**src/rtl/led_arbiter.sv**
```systemverilog
// -----------------------------------------------------------------------------
// led_arbiter
//   Round-robin arbiter that lends the 24 Io LEDs to one of four sources for a
//   time slice of DWELL_CYCLES clocks. The grant rotates only at slice expiry.
//   If the granted source drops its request, the grant is released and the
//   block re-arbitrates one cycle later. A freeze input stops the slice timer.
//
// Ports
//   clk        in   1   rising-edge clock (100 MHz onboard)
//   rst        in   1   synchronous, active-high reset
//   req        in   4   request bit per source
//   src_data   in  96   source i pattern in bits [24i+23:24i]
//   freeze     in   1   high = dwell counter holds, no rotation
//   grant      out  4   registered one-hot grant (zero when idle)
//   grant_id   out  2   registered granted index (zero when idle)
//   io_led     out 24   registered LED pattern, one cycle behind grant
//   dbg_state  out  1   FSM state (0 = IDLE, 1 = HOLD)
//   dbg_cnt    out 26   dwell counter
//
// Handshake: req is level-sensitive. A source keeps req high for as long as it
// wants the LEDs; grant is the only acknowledgement and there is no ready path.
// -----------------------------------------------------------------------------
module led_arbiter #(
    parameter int DWELL_CYCLES = 50000000
) (
    input  logic        clk,
    input  logic        rst,
    input  logic [3:0]  req,
    input  logic [95:0] src_data,
    input  logic        freeze,
    output logic [3:0]  grant,
    output logic [1:0]  grant_id,
    output logic [23:0] io_led,
    output logic        dbg_state,
    output logic [25:0] dbg_cnt
);

    typedef enum logic {
        S_IDLE = 1'b0,
        S_HOLD = 1'b1
    } state_t;

    localparam logic [25:0] CNT_LAST = 26'(DWELL_CYCLES - 1);

    state_t      r_state;
    logic [1:0]  r_ptr;
    logic [25:0] r_cnt;
    logic [3:0]  r_grant;
    logic [1:0]  r_grant_id;
    logic [23:0] r_io_led;

    state_t      w_state_nxt;
    logic [1:0]  w_ptr_nxt;
    logic [25:0] w_cnt_nxt;
    logic [3:0]  w_grant_nxt;
    logic [1:0]  w_grant_id_nxt;
    logic [23:0] w_io_led_nxt;

    logic [3:0]  w_search_req;
    logic        w_pick_valid;
    logic [1:0]  w_pick_id;
    logic [1:0]  w_idx;

    // Round-robin search starting at ptr+1. In HOLD, ptr equals the granted
    // index, so masking the current grant out of req leaves exactly the
    // "other pending requesters" in the same search order.
    always_comb begin
        w_search_req = (r_state == S_HOLD) ? (req & ~r_grant) : req;
        w_pick_valid = 1'b0;
        w_pick_id    = r_ptr;
        w_idx        = r_ptr;
        // Scan from the far end back towards ptr+1 so the nearest hit wins.
        for (int k = 4; k >= 1; k--) begin
            w_idx = r_ptr + 2'(k);
            if (w_search_req[w_idx]) begin
                w_pick_valid = 1'b1;
                w_pick_id    = w_idx;
            end
        end
    end

    // Next-state / next-output logic
    always_comb begin
        w_state_nxt    = r_state;
        w_ptr_nxt      = r_ptr;
        w_cnt_nxt      = r_cnt;
        w_grant_nxt    = r_grant;
        w_grant_id_nxt = r_grant_id;

        case (r_state)
            S_IDLE: begin
                w_cnt_nxt      = '0;
                w_grant_nxt    = '0;
                w_grant_id_nxt = '0;
                if (w_pick_valid) begin
                    w_state_nxt    = S_HOLD;
                    w_ptr_nxt      = w_pick_id;
                    w_grant_nxt    = 4'b0001 << w_pick_id;
                    w_grant_id_nxt = w_pick_id;
                end
            end
            S_HOLD: begin
                // Release beats expiry and freeze.
                if (!req[r_grant_id]) begin
                    w_state_nxt    = S_IDLE;
                    w_cnt_nxt      = '0;
                    w_grant_nxt    = '0;
                    w_grant_id_nxt = '0;
                end else if (freeze) begin
                    w_cnt_nxt = r_cnt;
                end else if (r_cnt == CNT_LAST) begin
                    w_cnt_nxt = '0;
                    if (w_pick_valid) begin
                        w_ptr_nxt      = w_pick_id;
                        w_grant_nxt    = 4'b0001 << w_pick_id;
                        w_grant_id_nxt = w_pick_id;
                    end
                end else begin
                    w_cnt_nxt = r_cnt + 26'd1;
                end
            end
            default: begin
                w_state_nxt    = S_IDLE;
                w_cnt_nxt      = '0;
                w_grant_nxt    = '0;
                w_grant_id_nxt = '0;
            end
        endcase
    end

    // LEDs follow the grant currently registered, hence the one-cycle lag.
    always_comb begin
        w_io_led_nxt = '0;
        if (r_grant != 4'b0000) begin
            case (r_grant_id)
                2'd0:    w_io_led_nxt = src_data[23:0];
                2'd1:    w_io_led_nxt = src_data[47:24];
                2'd2:    w_io_led_nxt = src_data[71:48];
                default: w_io_led_nxt = src_data[95:72];
            endcase
        end
    end

    always_ff @(posedge clk) begin
        if (rst) begin
            r_state    <= S_IDLE;
            r_ptr      <= 2'd3;   // first search then starts at source 0
            r_cnt      <= '0;
            r_grant    <= '0;
            r_grant_id <= '0;
            r_io_led   <= '0;
        end else begin
            r_state    <= w_state_nxt;
            r_ptr      <= w_ptr_nxt;
            r_cnt      <= w_cnt_nxt;
            r_grant    <= w_grant_nxt;
            r_grant_id <= w_grant_id_nxt;
            r_io_led   <= w_io_led_nxt;
        end
    end

    assign grant     = r_grant;
    assign grant_id  = r_grant_id;
    assign io_led    = r_io_led;
    assign dbg_state = (r_state == S_HOLD);
    assign dbg_cnt   = r_cnt;

endmodule

```
**config.mk**
```make
export PLATFORM = sky130hd
export DESIGN_NAME = led_arbiter
export DESIGN_NICKNAME = d
export VERILOG_FILES = /design/src/rtl/led_arbiter.sv
export SDC_FILE = /design/constraint.sdc
export NUM_CORES = 1
export LEC_CHECK = 0
export BUFFER_PORTS_ARGS = -buffer_cell sky130_fd_sc_hd__buf_4
export CORE_MARGIN = 2
export CORE_UTILIZATION = 45
export CTS_CLUSTER_DIAMETER = 120
export CTS_CLUSTER_SIZE = 14
export DETAILED_ROUTE_END_ITERATION = 10
export HOLD_SLACK_MARGIN = 0.15
export MAX_ROUTING_LAYER = met4
export PLACE_DENSITY = 0.8
export SYNTH_ARGS = -nofsm -noshare
export SYNTH_HDL_FRONTEND = slang
export SYNTH_SLANG_ARGS = --single-unit
```
**constraint.sdc**
```tcl
create_clock -name clk -period 2.4 [get_ports clk]
set_input_delay 0.12 -clock clk [delete_from_list [all_inputs] [get_ports clk]]
set_output_delay 0.12 -clock clk [all_outputs]
set_load 0.02 [all_outputs]
```
==> reports/metrics.cfg <==
[pwr]
seqPwrFrac_pct=37.1
switching_share_pct=25.3
vdd_drop_max_mv=0.362
p_leak_nw=1.87
p_sw_mw=0.741
pwr-share-clk_pct=39.7
internal_power_mw=2.19
combPwrFrac_pct=23.2
finalPower_mw=2.93
power_density_nw_per_um2=635

[critical_path]
slowest_delay_ns=0.53
path_class=reg -> reg
r2r_start=dbg_cnt[16]
cp.depth=5
setup.worst_path.end=r_ptr[1]
critPathMaxFanout=9
cpMaxStageDelayCell=or4bb_1
reg2reg_depth=5
critical_path.top_delay_family=simple AND/OR/NAND/NOR gates
cp-startpoint=dbg_cnt[16]
arrival_ns=2.41
r2r-end=r_ptr[1]
worst_setup_path_end_kind=register
crit_chain=or4bb_1, nor4_1, a31o_2, a21oi_1, a211o_1
cp_num_buf_inv=0
start_kind=register
worstPathRequired_ns=2.62
rrSetupSlack_ns=0.21

[finish]
fill_cells=495
area_delta_synth_final_pct=51.8
nets=562
layout-drive-gt1-share_pct=48.4
diodes=0

[yosys]
syn_inst=292
synth_area_um2=3040
ys_seq_area_share_pct=38.8
syn-num-nets=396
synth-edff-count=0
synthTopCellsByArea=dfxtp_1 (39%), mux4_2 (19%), nor2b_1 (5.1%), xnor2_1 (4.3%), nor2_1 (3.3%)
synthFlopType=dfxtp_1
yosysTopAreaCell=dfxtp_1
synth_async_sr_flop_share_pct=0
synth_area_per_cell_um2=10.4
yosys_warnings=0
yosys.area.top_type_share_pct=38.8
ys_ff_latch=59
yosys.cell_types.count=41

[detailed_routing]
wl_met3_um=577
detail_route.vias_per_cell=5.48
drc=0
routed.top_layer=met4
dr_total_vias=2957
wl_um=9270
wl_met1_um=3790
routedWlPerCell_um=17.2
ant_nets=0
wl_met2_um=4670
drt_pass1_iterations=4
drt_iter0_drc=103

[placed_design]
gp_congestion=0.938
port_buffers=159
dpl.hpwl_um=7290

[sta]
hold_viol_final=0
period_share_pct=91.1
relSlewSlack_pct=53.8
skew_ns=0.00629
layout_min_cycle_time_ns=2.19
worst_pin_slew_ns=0.687
slew_viol_final=0
max_freq_mhz=457
finalSetupViolCount=0
setup_tns_ns=0
rsz0062_at_grt=false

[clock_network]
cts_buffer_depth=2
post_cts_buffers=0
clk_latency_ns=0.34
cts_tree=built
post_cts_resized=0
htree_num_levels=3
cts_num_sinks=59
root_buffer=clkbuf_8
cts_inserted_buffers=9
clkTransAtPathRegs_ns=0.07

[global_routing]
antenna_found_initial=0
grt-ovfl-total=0
grt_max_degree=27
grt_pass1_vias=2807
grt_pass1_wl_um=14000
track_usage_pct=25.4

[floorplanning]
die_width_um=86.2
num_rows=29
ioPinCount=160
core-area_um2=6460
start_util_pct=47.1
die-area_um2=7430
die_height_um=86.2

[job]
max_cap_violations=0

[run_status]
status=completed

[worst_hold_path]
min_path_type=in -> reg

area by class of cell:
cell class / instances / area (µm²) / share of cell area, %
multi-input combinational: 211 / 1770 / 38.4
timing repair buffer: 169 / 1270 / 27.6
sequential: 59 / 1180 / 25.6
clock buffer: 12 / 165 / 3.58
tap: 77 / 96.3 / 2.09
clock inverter: 4 / 95.1 / 2.06
inverter: 8 / 30.0 / 0.650
power by group through the flow:
| stage | sequential, mW | clock (mW) | combinational [mW] |
|---|---|---|---|
| 2_1_floorplan | 1.17 | 0 | 0.330 |
| 3_3_place_gp | 1.11 | 0 | 0.678 |
| 3_5_place_dp | 1.11 | 0 | 0.681 |
| 4_1_cts | 1.09 | 1.17 | 0.686 |
| 5_1_grt | 1.09 | 1.23 | 0.726 |
| 6_report | 1.09 | 1.16 | 0.682 |
metrics by stage:
stage | hold WS [ns] | worst slack (ns) | instance area [µm²] | cells | utilization (%)
global route | 0.197 | 0.0723 | 4620 | 540 | 71.5
detailed placement | 0.358 | 0.271 | 4340 | 522 | 67.1
CTS | 0.195 | 0.245 | 4620 | 540 | 71.5
global placement | 0.353 | 0.345 | 4340 | 522 | 67.1
floorplan | 0.412 | 0.214 | 3040 | 292 | -
finish | 0.200 | 0.213 | 4620 | 540 | 71.5
cell usage after synthesis (all sizes together), types with 3 or more instances:
| master | count |
|---|---|
| a211oi | 3 |
| a21bo | 4 |
| a21o | 3 |
| a21oi | 10 |
| a221oi | 3 |
| a31oi | 3 |
| and4 | 4 |
| buf | 8 |
| clkbuf | 6 |
| dfxtp | 59 |
| inv | 8 |
| mux4 | 25 |
| nand2 | 22 |
| nand3 | 14 |
| nand3b | 4 |
| nand4 | 8 |
| nor2 | 27 |
| nor2b | 25 |
| nor3 | 6 |
| nor4 | 8 |
| o21ai | 3 |
| or3 | 3 |
| xnor2 | 15 |
| xor2 | 7 |
registers in the layout (all words and copies together), names as in the netlist:
| register | cells |
|---|---|
| dbg_cnt | 26 |
| io_led | 24 |
| grant | 4 |
| r_ptr | 2 |
| dbg_state | 1 |
| grant_id | 2 |
worst register-to-register path, cell delays in order, from the launching register on:
cell and delay (ns):
dfxtp_1 0.35, or4bb_1 0.53, nor4_1 0.48, a31o_2 0.34, a21oi_1 0.10, a211o_1 0.28
cell usage in the layout (no fill, tap or decap), types with 4 or more instances in the layout:
| cell | count |
|---|---|
| dfxtp_1 | 58 |
| a21oi_1 | 10 |
| nor4_2 | 5 |
| nand4_1 | 8 |
| xnor2_1 | 15 |
| clkbuf_8 | 12 |
| nor2_1 | 27 |
| nand3_1 | 13 |
| buf_4 | 167 |
| nor2b_1 | 25 |
| nor3_1 | 5 |
| xor2_1 | 7 |
| and4_1 | 4 |
| nand3b_1 | 4 |
| a21bo_2 | 4 |
| nand2_1 | 22 |
| inv_1 | 8 |
| mux4_2 | 25 |
routing by layer:
layer / vias up / track usage (%)
met5: - / -
met4: 0 / 9.80
met3: 22 / 5.71
met2: 133 / 40.0
met1: 1392 / 32.0
li1: 1410 / -
timing repair:
action	4_1_cts	5_1_grt
endpoints found under the setup margin	0	0
endpoints found under the hold margin	10	0
hold buffers	2	0
worst min-delay path by stage:
| stage | startpoint | end | slack, ns | cells past startpoint |
|---|---|---|---|---|
| 6_report | src_data[8] | io_led[8] | 0.20 | 3 |
| 5_1_grt | src_data[84] | io_led[12] | 0.20 | 3 |
| 4_1_cts | src_data[12] | io_led[12] | 0.19 | 3 |
| 3_5_place_dp | rst | grant_id[0] | 0.36 | 2 |
| 3_3_place_gp | rst | grant_id[0] | 0.35 | 2 |
| 2_1_floorplan | rst | grant_id[1] | 0.41 | 2 |
logic make-up after synthesis:
family / after synthesis / synth area share, %
simple gates: 126 / 23.7
flops: 59 / 38.8
compound gates: 37 / 9.17
mux: 25 / 18.5
xor+xnor: 22 / 6.34
buf+inv: 22 / 3.08
fa+ha+maj: 1 / 0.411
Power figures use the tool's default switching activity.
